[src/rtl/resta_serie_nbit_if.sv]
// Handshake and operand/result bundle for the bit-serial subtractor.
// Master is the sequencer, slave is the subtractor.
interface resta_serie_nbit_if #(
  parameter int N = 4
);
  logic         start;
  logic [N-1:0] A;
  logic [N-1:0] B;
  logic         Bi;
  logic         busy;
  logic         done;
  logic [N-1:0] D;
  logic         Bo;
  logic         Z;

  modport master (
    output start, A, B, Bi,
    input  busy, done, D, Bo, Z
  );

  modport slave (
    input  start, A, B, Bi,
    output busy, done, D, Bo, Z
  );
endinterface

[src/rtl/resta_serie_nbit.sv]
// Bit-serial N-bit subtractor, LSB first, one borrow flop.
// D = (A - B - Bi) mod 2^N, with borrow-out and zero flag.
module resta_serie_nbit #(
  parameter int N = 4
) (
  input  logic               clk,
  input  logic               rst,
  resta_serie_nbit_if.slave  s
);
  localparam int CW = (N > 1) ? $clog2(N) : 1;
  localparam logic [CW-1:0] LAST = CW'(N - 1);

  typedef enum logic [1:0] {
    IDLE = 2'd0,
    RUN  = 2'd1,
    DONE = 2'd2
  } state_t;

  state_t        state_q, state_d;
  logic [N-1:0]  a_q, a_d;
  logic [N-1:0]  b_q, b_d;
  logic [N-1:0]  r_q, r_d;
  logic [N-1:0]  d_q, d_d;
  logic [CW-1:0] cnt_q, cnt_d;
  logic          w_q, w_d;
  logic          bo_q, bo_d;
  logic          z_q, z_d;

  logic          bit_d;
  logic          bit_w;
  logic [N-1:0]  full;

  // One-bit subtract cell on the current LSBs and the borrow flop
  always_comb begin
    bit_d = a_q[0] ^ b_q[0] ^ w_q;
    bit_w = (~a_q[0] & b_q[0])
          | (~(a_q[0] ^ b_q[0]) & w_q);
    full  = {bit_d, r_q[N-1:1]};
  end

  // Next-state, datapath shifting and output loading
  always_comb begin
    state_d = state_q;
    a_d     = a_q;
    b_d     = b_q;
    r_d     = r_q;
    d_d     = d_q;
    cnt_d   = cnt_q;
    w_d     = w_q;
    bo_d    = bo_q;
    z_d     = z_q;
    unique case (state_q)
      IDLE: begin
        if (s.start) begin
          a_d     = s.A;
          b_d     = s.B;
          w_d     = s.Bi;
          cnt_d   = '0;
          state_d = RUN;
        end
      end
      RUN: begin
        a_d   = a_q >> 1;
        b_d   = b_q >> 1;
        r_d   = full;
        w_d   = bit_w;
        cnt_d = cnt_q + 1'b1;
        if (cnt_q == LAST) begin
          d_d     = full;
          bo_d    = bit_w;
          z_d     = (full == '0);
          cnt_d   = '0;
          state_d = DONE;
        end
      end
      DONE: state_d = IDLE;
      default: state_d = IDLE;
    endcase
  end

  // State and datapath registers, synchronous reset
  always_ff @(posedge clk) begin
    if (rst) begin
      state_q <= IDLE;
      a_q     <= '0;
      b_q     <= '0;
      r_q     <= '0;
      d_q     <= '0;
      cnt_q   <= '0;
      w_q     <= 1'b0;
      bo_q    <= 1'b0;
      z_q     <= 1'b0;
    end else begin
      state_q <= state_d;
      a_q     <= a_d;
      b_q     <= b_d;
      r_q     <= r_d;
      d_q     <= d_d;
      cnt_q   <= cnt_d;
      w_q     <= w_d;
      bo_q    <= bo_d;
      z_q     <= z_d;
    end
  end

  assign s.busy = (state_q == RUN);
  assign s.done = (state_q == DONE);
  assign s.D    = d_q;
  assign s.Bo   = bo_q;
  assign s.Z    = z_q;
endmodule

[src/flat_wrapper.sv]
// flat-port wrapper written by rule: the top's interface ports become plain ports
module resta_serie_nbit_flat 
#(
  parameter int N = 4
)
  (clk, rst, s_start, s_A, s_B, s_Bi, s_busy, s_done, s_D, s_Bo, s_Z);
  resta_serie_nbit_if #(.N(N)) s_i ();
  input  logic clk;
  input  logic rst;
  input wire logic [$bits(s_i.start)-1:0] s_start;
  input wire logic [$bits(s_i.A)-1:0] s_A;
  input wire logic [$bits(s_i.B)-1:0] s_B;
  input wire logic [$bits(s_i.Bi)-1:0] s_Bi;
  output wire logic [$bits(s_i.busy)-1:0] s_busy;
  output wire logic [$bits(s_i.done)-1:0] s_done;
  output wire logic [$bits(s_i.D)-1:0] s_D;
  output wire logic [$bits(s_i.Bo)-1:0] s_Bo;
  output wire logic [$bits(s_i.Z)-1:0] s_Z;
  assign s_i.start = s_start;
  assign s_i.A = s_A;
  assign s_i.B = s_B;
  assign s_i.Bi = s_Bi;
  assign s_busy = s_i.busy;
  assign s_done = s_i.done;
  assign s_D = s_i.D;
  assign s_Bo = s_i.Bo;
  assign s_Z = s_i.Z;
  resta_serie_nbit #(.N(N)) u_core (.clk(clk), .rst(rst), .s(s_i));
endmodule
[config.mk]
export PLATFORM = sky130hd
export DESIGN_NAME = resta_serie_nbit_flat
export DESIGN_NICKNAME = d
export VERILOG_FILES = /design/src/rtl/resta_serie_nbit_if.sv /design/src/rtl/resta_serie_nbit.sv /design/src/flat_wrapper.sv
export SDC_FILE = /design/constraint.sdc
export NUM_CORES = 1
export LEC_CHECK = 0
export CAP_MARGIN = 10
export CORE_MARGIN = 3
export CORE_UTILIZATION = 56
export CTS_BUF_LIST = sky130_fd_sc_hd__clkbuf_4
export DETAILED_ROUTE_END_ITERATION = 7
export PLACE_DENSITY = 0.95
export SLEW_MARGIN = 40
export SYNTH_ARGS = -nofsm -noshare
export SYNTH_HDL_FRONTEND = slang
export SYNTH_SLANG_ARGS = --single-unit
[constraint.sdc]
create_clock -name clk -period 2.8 [get_ports clk]
set_clock_uncertainty 0.15 [all_clocks]
set_input_delay 0.42 -clock clk [delete_from_list [all_inputs] [get_ports clk]]
set_output_delay 0.42 -clock clk [all_outputs]
set_load 0.03 [all_outputs]
# Word level (Yosys, flattened, before mapping)
# Index checks and enable logic that the tools add are counted.
# Widths: inputs -> output; s select.
[totals]
reg_bits = 23
in_bits = 12
word_cells = 40
[op_classes]
n_addsub = 1
n_eq_ne = 5
muxes = 12
bitwise = 7
n_reduce_logical = 6
[ops]
columns = ["op", "count"]
rows = [
  ["$pmux 4 s2", 2],
  ["$mux 2", 4],
  ["$mux 4", 2],
  ["$pmux 2 s2", 2],
  ["$reduce_and 2->1", 3],
  ["$eq 2x2->1 const B", 2],
  ["$logic_not 4->1", 1],
  ["$add 2x1->2 const B", 1],
  ["$and 1x1->1", 2],
  ["$eq 2x1->1 const B", 1],
  ["$logic_not 2->1", 1],
  ["$ne 2x1->1 const B", 1],
  ["$ne 2x2->1 const B", 1],
  ["$not 1->1", 2],
  ["$pmux 1 s2", 1],
  ["$reduce_bool 2->1", 1],
  ["$xor 1x1->1", 2],
  ["$mux 1", 1],
  ["$or 1x1->1", 1],
]

# Depth between registers and ports, before layout
# Gate-level depths: netlist (run 1).
[depth]
word_depth = 5
ltp_mapped = 5

# Least setup slack after synthesis (run 1)
# Ideal clock, no wire load.
[synth_path]
path_type = "register to output"
from = "reg u_core.state_q[0]"
to = "out s_done"
arrival_ns = 1.025
path_slack_ns = 1.205
path_stages_with_launch = 4
path_cell_list = "dfxtp_1 -> buf_6 -> buf_4 -> nor2b_1"
[synth_between]
elab_chain_cells = 1
[synth_lines]
columns = ["element", "line", "rtl"]
rows = [
  ["start, declared", "resta_serie_nbit.sv:19", "state_t state_q, state_d;"],
  ["start signal, assigned", "resta_serie_nbit.sv:94", "state_q <= state_d;"],
  ["$eq 2x2->1", "resta_serie_nbit.sv:107", "assign s.done = (state_q == DONE);"],
  ["end, declared", "flat_wrapper.sv:15", "output wire logic [$bits(s_i.done)-1:0] s_done;"],
]
# Every way passes these cells.

# Final worst setup path (run 1)
# Same ends and word-level chain as after synthesis.

==> results of run 1 <==
-- metal layers --
metal / GRT usage / part of all wire
met1: 0.226 / 0.47
met2: 0.298 / 0.49
met3: 0.0429 / 0.029
met4: 0.0758 / 0.019
met5: 0 / 0
-- path summary, 6_finish.rpt --
path | end | slack [ns] | from | cells past startpoint
worst min-delay path | u_core.s.Z$_SDFFE_PP0P_ | 0.32 | u_core.s.Z$_SDFFE_PP0P_ | 2
worst max-delay path | s_done | 0.49 | u_core.state_q[0]$_SDFFE_PP0P_ | 3
worst max register to register | u_core.b_q[2]$_SDFFE_PP0P_ | 1.13 | u_core.state_q[0]$_SDFFE_PP0P_ | 4
worst min register to register | u_core.s.Z$_SDFFE_PP0P_ | 0.32 | u_core.s.Z$_SDFFE_PP0P_ | 2
-- final cells by class --
cell class,count,area (um2)
well taps,24,30.0
clock inverters,1,30.0
clock buffers,3,22.5
inverters,5,18.8
repair buffers,21,200
flip-flops and latches,22,440
fillers,108,369
multi-input cells,68,483
-- cell usage after synthesis --
| cell type | instances | area (um2) |
|---|---|---|
| a2111oi_2 | 1 | 15.0 |
| a211oi_1 | 3 | 22.5 |
| a211oi_2 | 4 | 50.1 |
| a21oi_1 | 7 | 35.0 |
| a22oi_1 | 2 | 15.0 |
| and3b_1 | 1 | 8.76 |
| buf_1 | 1 | 3.75 |
| buf_2 | 1 | 5.00 |
| buf_4 | 1 | 7.51 |
| buf_6 | 3 | 33.8 |
| buf_8 | 1 | 15.0 |
| clkbuf_1 | 1 | 3.75 |
| dfxtp_1 | 22 | 440 |
| fa_1 | 1 | 20.0 |
| ha_1 | 1 | 12.5 |
| inv_1 | 5 | 18.8 |
| mux2i_1 | 10 | 100 |
| nand2_1 | 10 | 37.5 |
| nand3b_1 | 1 | 7.51 |
| nand4bb_1 | 2 | 22.5 |
| nor2_1 | 12 | 45.0 |
| nor2_2 | 4 | 25.0 |
| nor2b_1 | 2 | 12.5 |
| nor3_1 | 1 | 5.00 |
| nor4_1 | 1 | 6.26 |
| nor4b_1 | 1 | 8.76 |
| o21ai_1 | 2 | 10.0 |
| o21ba_4 | 1 | 16.3 |
| o21bai_1 | 1 | 7.51 |
-- report_power, final --
part            total, W  internal, W  switching [W]
clock           0.000242     0.000145      0.0000972
sequential      0.000341     0.000328      0.0000125
combinational  0.0000944    0.0000477      0.0000467
-- state kept, by name, indices dropped and copies added (netlist names) --
register	count
u_core.w_q	1
u_core.s.Bo	1
u_core.cnt_q	2
u_core.s.D	4
u_core.s.Z	1
u_core.a_q	4
u_core.r_q	3
u_core.b_q	4
u_core.state_q	2
-- cell families (layout without fill, tap and decap cells) --
kind of cell	count (synthesis)	after routing	share of synthesized area
adder cells (fa/ha/maj)	2	2	0.0322
flip-flops	22	22	0.436
AO/OA/AOI/OAI	21	21	0.170
multiplexers	10	10	0.0990
buffers and inverters	13	30	0.0866
AND/OR/NAND/NOR	35	35	0.177
-- worst min-delay path, stage by stage, from the launching register on --
cell     delay, ns
dfxtp_1       0.33
nand2_1       0.05
a21oi_1       0.05
-- stage by stage --
step	worst slack, ns	std cells	total power, W	util	hold WS [ns]
after floorplan	1.20	103	0.000416	-	0.291
after global placement	0.896	140	0.000438	0.739	0.292
after detailed placement	0.860	140	0.000441	0.739	0.301
after CTS	0.500	144	0.000680	0.772	0.319
after global routing	0.399	144	0.000706	0.768	0.327
final	0.488	144	0.000677	0.768	0.317
==> reports/results.ini, run 1 <==
[run_status]
status = finished, final reports clean

[pwr]
vdd_drop_max_mv = 0.448
p_leak_nw = 0.455
cellPowerDensity_nw_per_um2 = 553

[routing]
wire_per_inst_um = 13.6
viasPerCell = 5.28
drt_iter0_markers = 16
dr_total_vias = 760
firstDrtPassIters = 4
postRouteWirelength_um = 1960
drc = 0
ant_nets = 0

[clocking]
cts_setup_buffers = 0
numCtsBuffers = 3
ctsLongestPathBuffers = 2
htree_levels = 1
cts_resized = 0
ctsHoldBuffers = 0
clk-insertion-delay-late_ns = 0.31
path_clk_slew_ns = 0.13
cts-root-buf = clkbuf_4
clock_sinks = 22
cts_tree = yes

[die]
row_count = 14
start_util = 0.634
die_w_um = 48.5
dieArea_um2 = 2350
coreArea_um2 = 1590
ioPinCount = 20
die_height_um = 48.5

[final_layout]
layout-drive-gt1-share = 0.142
final_cell_mix = dfxtp_1, clkdlybuf4s50_1, nor2_1
area_growth_pct = 21.2
final_area_um2 = 1220
fin_nets = 135
final_common_cell = dfxtp_1
num_antenna_cells = 0

[yosys]
syn_nets = 117
synthCells = 103
avgSynthCellArea_um2 = 9.82
yosys_warnings = 0
ys_seq_area_frac = 0.436
yosysUniqueCellTypes = 29
ys_seq_elements = 22
synthesis.area_um2 = 1010

[placement]
placed_cell_area_um2 = 1180
io_buffers = 19
dp_hpwl_um = 1350
finalWeightedCongestion = 0.777

[timing]
slew_headroom = 0.707
min_period_over_period = 0.826
layout_min_cycle_time_ns = 2.31
hold_viol_final = 0
finalMaxSlewViolations = 0
rsz0062_at_grt = false
setup_viol = 0
tightest_slew_ns = 0.439
finalSetupTns_ns = 0
fmax_mhz = 433

[critical_path]
worst_ep_required_time_ns = 2.23
arrival_ns = 1.74
end_kind = primary output
worstSetupStartpointType = register
cp_cell_sequence = buf_4 -> nor2b_1 -> clkdlybuf4s50_1
critical-path-top-delay-family = buffers and inverters
critPathSlowestCell = clkdlybuf4s50_1
crit_type = register to primary output
max_stage_delay_ns = 0.59
cp_max_fo = 11
critical_path_buf_inv_count = 2

[grt]
grt_max_degree = 23
antenna_found_initial = 0
grt_pass1_vias = 736
grt-ovfl-total = 0
track_usage = 0.181
grt_pass1_wl_um = 3390

[min_path]
hold_path.class = register to register

[job]
cap_violations = 0

(Power assumes the default switching activity.)
==> inputs of run 2 (changes only) <==
Settings changed: CORE_UTILIZATION 56 to 47, PLACE_DENSITY 0.95 to 0.86.
Clock period 2.8 ns to 1.9 ns, I/O delays scaled along.
==> reports/results.ini, run 2 (synthesis results as in run 1) <==
[critical_path]
reg2reg_from = u_core.b_q[0]$_SDFFE_PP0P_  ; was u_core.state_q[0]$_SDFFE_PP0P_
rr_worst_depth = 5  ; was 4
end_kind = primary output  ; unchanged
critical_path_buf_inv_count = 1  ; was 2
r2r-end = u_core.s.Z$_SDFFE_PP0P_  ; was u_core.b_q[2]$_SDFFE_PP0P_
max_stage_delay_ns = 0.68  ; was 0.59 ns
worstSetupStartpointType = register  ; unchanged
cp_max_fo = 2  ; was 11
critPathSlowestCell = clkdlybuf4s50_1  ; unchanged
reg2reg_slack_ns = 0.36  ; was 1.13 ns
cp_cell_sequence = clkdlybuf4s50_1  ; was buf_4 -> nor2b_1 -> clkdlybuf4s50_1
worst_ep_required_time_ns = 1.46  ; was 2.23 ns
arrival_ns = 1.35  ; was 1.74 ns
crit_type = register to primary output  ; unchanged
critical-path-top-delay-family = buffers and inverters  ; unchanged

[timing]
hold_viol_final = 0  ; unchanged
whs_ns = 0.311  ; was 0.317 ns
min_period_over_period = 0.940
finalMaxSlewViolations = 0  ; unchanged
fmax_mhz = 560
finalSetupTns_ns = 0  ; unchanged
tightest_slew_ns = 0.369  ; was 0.439 ns
slew_headroom = 0.750  ; was 0.707
layout_min_cycle_time_ns = 1.79
rsz0062_at_grt = false  ; unchanged
setup_viol = 0  ; unchanged

[final_layout]
layout-drive-gt1-share = 0.156  ; was 0.142
final_core_utilization = 0.613  ; was 0.768
area_growth_pct = 21.3  ; was 21.2%
fin_nets = 138  ; was 135
multiInputGateArea_um2 = 483  ; unchanged
final_common_cell = dfxtp_1  ; unchanged
n_fill_cell = 168  ; was 108
num_antenna_cells = 0  ; unchanged
regArea_um2 = 440  ; unchanged
final_cell_mix = dfxtp_1, clkdlybuf4s50_1, nor2_1  ; unchanged

[die]
dieArea_um2 = 2740  ; was 2350 um2
start_util = 0.505  ; was 0.634
row_count = 16  ; was 14
coreArea_um2 = 2000  ; was 1590 um2
ioPinCount = 20  ; unchanged
die_height_um = 52.4  ; was 48.5 um
die_w_um = 52.4  ; was 48.5 um

[placement]
io_buffers = 19  ; unchanged
dp_hpwl_um = 1390  ; was 1350 um
finalWeightedCongestion = 0.676  ; was 0.777

[grt]
antenna_found_initial = 0  ; unchanged
grt_pass1_wl_um = 3240  ; was 3390 um
grt_pass1_vias = 751  ; was 736
grt-ovfl-total = 0  ; unchanged
track_usage = 0.160  ; was 0.181
grt_max_degree = 23  ; unchanged

[min_path]
hp-start = u_core.s.D[0]$_SDFFE_PP0P_  ; was u_core.s.Z$_SDFFE_PP0P_
hold_depth = 2  ; unchanged
hold_end = u_core.s.D[0]$_SDFFE_PP0P_  ; was u_core.s.Z$_SDFFE_PP0P_
hold_path.class = register to register  ; unchanged

[clocking]
ctsHoldBuffers = 0  ; unchanged
cts_setup_buffers = 0  ; unchanged
cts_tree = yes  ; unchanged
clk-insertion-delay-late_ns = 0.30  ; was 0.31 ns
path_clk_slew_ns = 0.12  ; was 0.13 ns
numCtsBuffers = 3  ; unchanged
cts-root-buf = clkbuf_4  ; unchanged
htree_levels = 1  ; unchanged
clock_sinks = 22  ; unchanged
cts_resized = 0  ; unchanged
ctsLongestPathBuffers = 2  ; unchanged

[routing]
wire_per_inst_um = 13.0  ; was 13.6 um
viasPerCell = 5.30  ; was 5.28
ant_nets = 0  ; unchanged
drt_iter0_markers = 16  ; unchanged
dr_total_vias = 789  ; was 760
firstDrtPassIters = 4  ; unchanged
postRouteWirelength_um = 1940  ; was 1960 um
drc = 0  ; unchanged

[run_status]
status = finished, final reports clean  ; unchanged

[pwr]
p_leak_nw = 0.476  ; was 0.455 nW
cellPowerDensity_nw_per_um2 = 692  ; was 553 nW/um2
vdd_drop_max_mv = 0.501  ; was 0.448 mV

[job]
cap_violations = 0  ; unchanged

run 2: cell count changes in the layout (fill, tap and decap cells not counted), sizes merged:
cell           change
buf                +3
bufinv             -1
clkdlybuf4s50      -1
dlymetal6s2s       +1
run 2: worst register-to-register path, cell delays in order, from the launching register on:
cell and delay, ns:
dfxtp_1 0.35, inv_1 0.07, fa_1 0.52, nor4_1 0.18
nand2_1 0.08, a21oi_1 0.13
run 2: final cells by class:
| cell class | count | area share |
|---|---|---|
| multi-input combinational | 68 | 0.394 |
| sequential | 22 | 0.359 |
| timing repair buffer | 24 | 0.186 |
| tap | 27 | 0.0276 |
| clock buffer | 3 | 0.0184 |
| inverter | 5 | 0.0153 |
run 2: stage by stage:
| stage | area, um2 | setup slack, ns | cells | power (W) |
|---|---|---|---|---|
| floorplan | 1010 | 0.440 | 103 | 0.000612 |
| finish | 1230 | 0.114 | 149 | 0.000848 |
| detailed placement | 1200 | 0.200 | 146 | 0.000655 |
| global placement | 1200 | 0.244 | 146 | 0.000647 |
| global route | 1230 | 0.0758 | 149 | 0.000884 |
| CTS | 1220 | 0.0245 | 149 | 0.000848 |
run 2: how the worst max path moves through the flow:
stage / to / from / depth (start not counted) / slack, ns
final: s_Bo / u_core.s.Bo$_SDFFE_PP0P_ / 1 / 0.11
after global routing: s_Bo / u_core.s.Bo$_SDFFE_PP0P_ / 1 / 0.08
after CTS: s_done / u_core.state_q[1]$_SDFFE_PP0P_ / 2 / 0.02
after detailed placement: u_core.b_q[2]$_SDFFE_PP0P_ / s_start / 4 / 0.20
after global placement: u_core.b_q[2]$_SDFFE_PP0P_ / s_start / 4 / 0.24
after floorplan: s_done / u_core.state_q[0]$_SDFFE_PP0P_ / 3 / 0.44
run 2: where the power goes:
| part | switching [W] | internal [W] |
|---|---|---|
| clock network | 0.000131 | 0.0000739 |
| logic | 0.0000706 | 0.0000733 |
| registers | 0.0000157 | 0.000484 |
| total | 0.000217 | 0.000631 |
run 2: layer usage:
metal / routed length, um / global-route usage / up-vias
li1: - / - / 393
met1: 872 / 0.195 / 377
met2: 951 / 0.267 / 17
met3: 80 / 0.0342 / 2
met4: 31 / 0.0766 / 0
met5: 0 / 0 / -
==> inputs of run 3 (changes only) <==
Settings changed: CORE_UTILIZATION 47 to 56, GPL_TIMING_DRIVEN set to 0, PLACE_DENSITY 0.86 to 0.95.
Clock period 1.9 ns to 2.1 ns, I/O delays scaled along.
==> reports/results.ini, run 3 (synthesis results as in run 1) <==
[critical_path]
cp-startpoint = u_core.state_q[0]$_SDFFE_PP0P_  ; was u_core.s.Bo$_SDFFE_PP0P_
worst_ep_required_time_ns = 1.63  ; was 1.46 ns
critPathMostFrequentCell = buf_6
arrival_ns = 1.48  ; was 1.35 ns
reg2reg_from = u_core.b_q[0]$_SDFFE_PP0P_  ; unchanged
critical_path_buf_inv_count = 3  ; was 1
end_kind = primary output  ; unchanged
reg2reg_slack_ns = 0.51  ; was 0.36 ns
max_stage_delay_ns = 0.40  ; was 0.68 ns
worstSetupStartpointType = register  ; unchanged
critical-path-top-delay-family = buffers and inverters  ; unchanged
cp_max_fo = 8  ; was 2
critPathSlowestCell = dlygate4sd2_1  ; was clkdlybuf4s50_1
crit_type = register to primary output  ; unchanged
cp_cell_sequence = buf_6 -> nor2b_1 -> buf_6 -> dlygate4sd2_1  ; was clkdlybuf4s50_1

[placement]
dp_hpwl_um = 1520  ; was 1390 um
placed_cell_area_um2 = 1230  ; was 1200 um2
io_buffers = 19  ; unchanged
placedCellCount = 146  ; unchanged
finalWeightedCongestion = 0.803  ; was 0.676

[pwr]
power_frac_seq = 0.585  ; was 0.589
switchingPower_w = 0.000195  ; was 0.000217 W
p_sw_frac = 0.253  ; was 0.256
p_int_w = 0.000576  ; was 0.000631 W
p_total_w = 0.000771  ; was 0.000848 W
p_clk_frac = 0.237  ; was 0.241
vdd_drop_max_mv = 0.586  ; was 0.501 mV
cellPowerDensity_nw_per_um2 = 616  ; was 692 nW/um2
p_leak_nw = 0.477  ; was 0.476 nW
combPwrFrac = 0.179  ; was 0.170

[clocking]
path_clk_slew_ns = 0.11  ; was 0.12 ns
cts-root-buf = clkbuf_4  ; unchanged
cts_tree = yes  ; unchanged
clock_sinks = 22  ; unchanged
clk-insertion-delay-late_ns = 0.30  ; about the same
numCtsBuffers = 3  ; unchanged
ctsLongestPathBuffers = 2  ; unchanged
htree_levels = 1  ; unchanged
cts_setup_buffers = 0  ; unchanged

[final_layout]
final_common_cell = dfxtp_1  ; unchanged
fin_nets = 141  ; was 138
num_antenna_cells = 0  ; unchanged
area_growth_pct = 23.8  ; was 21.3%
final_area_um2 = 1250  ; was 1230 um2
final_core_utilization = 0.785  ; was 0.613
layout.cells.non_filler = 149  ; unchanged
final_cell_mix = dfxtp_1, clkdlybuf4s50_1, nor2_1  ; unchanged
layout-drive-gt1-share = 0.152  ; was 0.156

[grt]
track_usage = 0.193  ; was 0.160
grt_max_degree = 12  ; was 23
grt_pass1_vias = 780  ; was 751
antenna_found_initial = 0  ; unchanged
grt_pass1_wl_um = 3470  ; was 3240 um
grt-ovfl-total = 0  ; unchanged

[timing]
fmax_mhz = 514
finalMaxSlewViolations = 0  ; unchanged
layout_min_cycle_time_ns = 1.95
hold_viol_final = 0  ; unchanged
finalSetupTns_ns = 0  ; unchanged
slew_headroom = 0.614  ; was 0.750
min_period_over_period = 0.927
tightest_slew_ns = 0.579  ; was 0.369 ns
setup_viol = 0  ; unchanged
rsz0062_at_grt = false  ; unchanged

[die]
die_height_um = 48.5  ; was 52.4 um
dieArea_um2 = 2350  ; was 2740 um2
ioPinCount = 20  ; unchanged
coreArea_um2 = 1590  ; was 2000 um2
row_count = 14  ; was 16
die_w_um = 48.5  ; was 52.4 um
start_util = 0.634  ; was 0.505

[routing]
wire_per_inst_um = 13.3  ; was 13.0 um
firstDrtPassIters = 3  ; was 4
postRouteWirelength_um = 1980  ; was 1940 um
drc = 0  ; unchanged
drt_iter0_markers = 4  ; was 16
viasPerCell = 5.25  ; was 5.30
dr_total_vias = 782  ; was 789
ant_nets = 0  ; unchanged

[run_status]
status = finished, final reports clean  ; unchanged

[min_path]
hold_path.class = register to register  ; unchanged
hp-start = u_core.s.D[0]$_SDFFE_PP0P_  ; unchanged

[job]
cap_violations = 0  ; unchanged

## run 3: cell count changes in the layout (fill, tap and decap cells not counted), sizes merged
cell / delta
dlygate4sd2: +2
dlymetal6s2s: -1
clkbuf: +1
buf: +1
## run 3: worst paths after layout
check	endpoint	cells past startpoint
hold reg to reg	u_core.s.D[0]$_SDFFE_PP0P_	2
hold / removal	u_core.s.D[0]$_SDFFE_PP0P_	2
setup reg to reg	u_core.s.Z$_SDFFE_PP0P_	5
setup / recovery	s_busy	4
## run 3: area by class of cell
cell class / count / area, um2
buffer: 8 / 68.8
tap: 24 / 30.0
fill: 113 / 343
inverter: 5 / 18.8
timing repair buffer: 19 / 188
clock buffer: 3 / 22.5
sequential: 22 / 440
multi-input combinational: 68 / 483
## run 3: worst min-delay path, stage by stage, from the launching register on
cell and delay, ns:
dfxtp_1 0.32, nand2_1 0.05, a21oi_1 0.05
## run 3: power groups by stage
| stage | sequential (W) | clock [W] | combinational [W] |
|---|---|---|---|
| 6_report | 0.000451 | 0.000183 | 0.000138 |
| 5_1_grt | 0.000453 | 0.000211 | 0.000151 |
| 4_1_cts | 0.000451 | 0.000188 | 0.000139 |
| 3_5_place_dp | 0.000460 | 0 | 0.000140 |
| 3_3_place_gp | 0.000460 | 0 | 0.000133 |
| 2_1_floorplan | 0.000458 | 0 | 0.0000960 |
## run 3: metal layers
metal  up-vias  track usage  wire [um]
met5         -            0          0
met2        10        0.356       1020
li1        397            -          -
met4         0       0.0853         41
met3         4       0.0491         52
met1       371        0.206        868
## run 3: per-stage QoR
stage               setup WS [ns]  hold slack, ns
floorplan                   0.610           0.234
global placement            0.245           0.295
detailed placement          0.220           0.299
CTS                         0.139           0.314
global route               0.0731           0.339
finish                      0.154           0.312
## run 3: what timing repair did
| action | in CTS | in global routing |
|---|---|---|
| resized for setup | 2 | 0 |
| endpoints found under the setup margin | 2 | 0 |
| hold buffers | 0 | 0 |
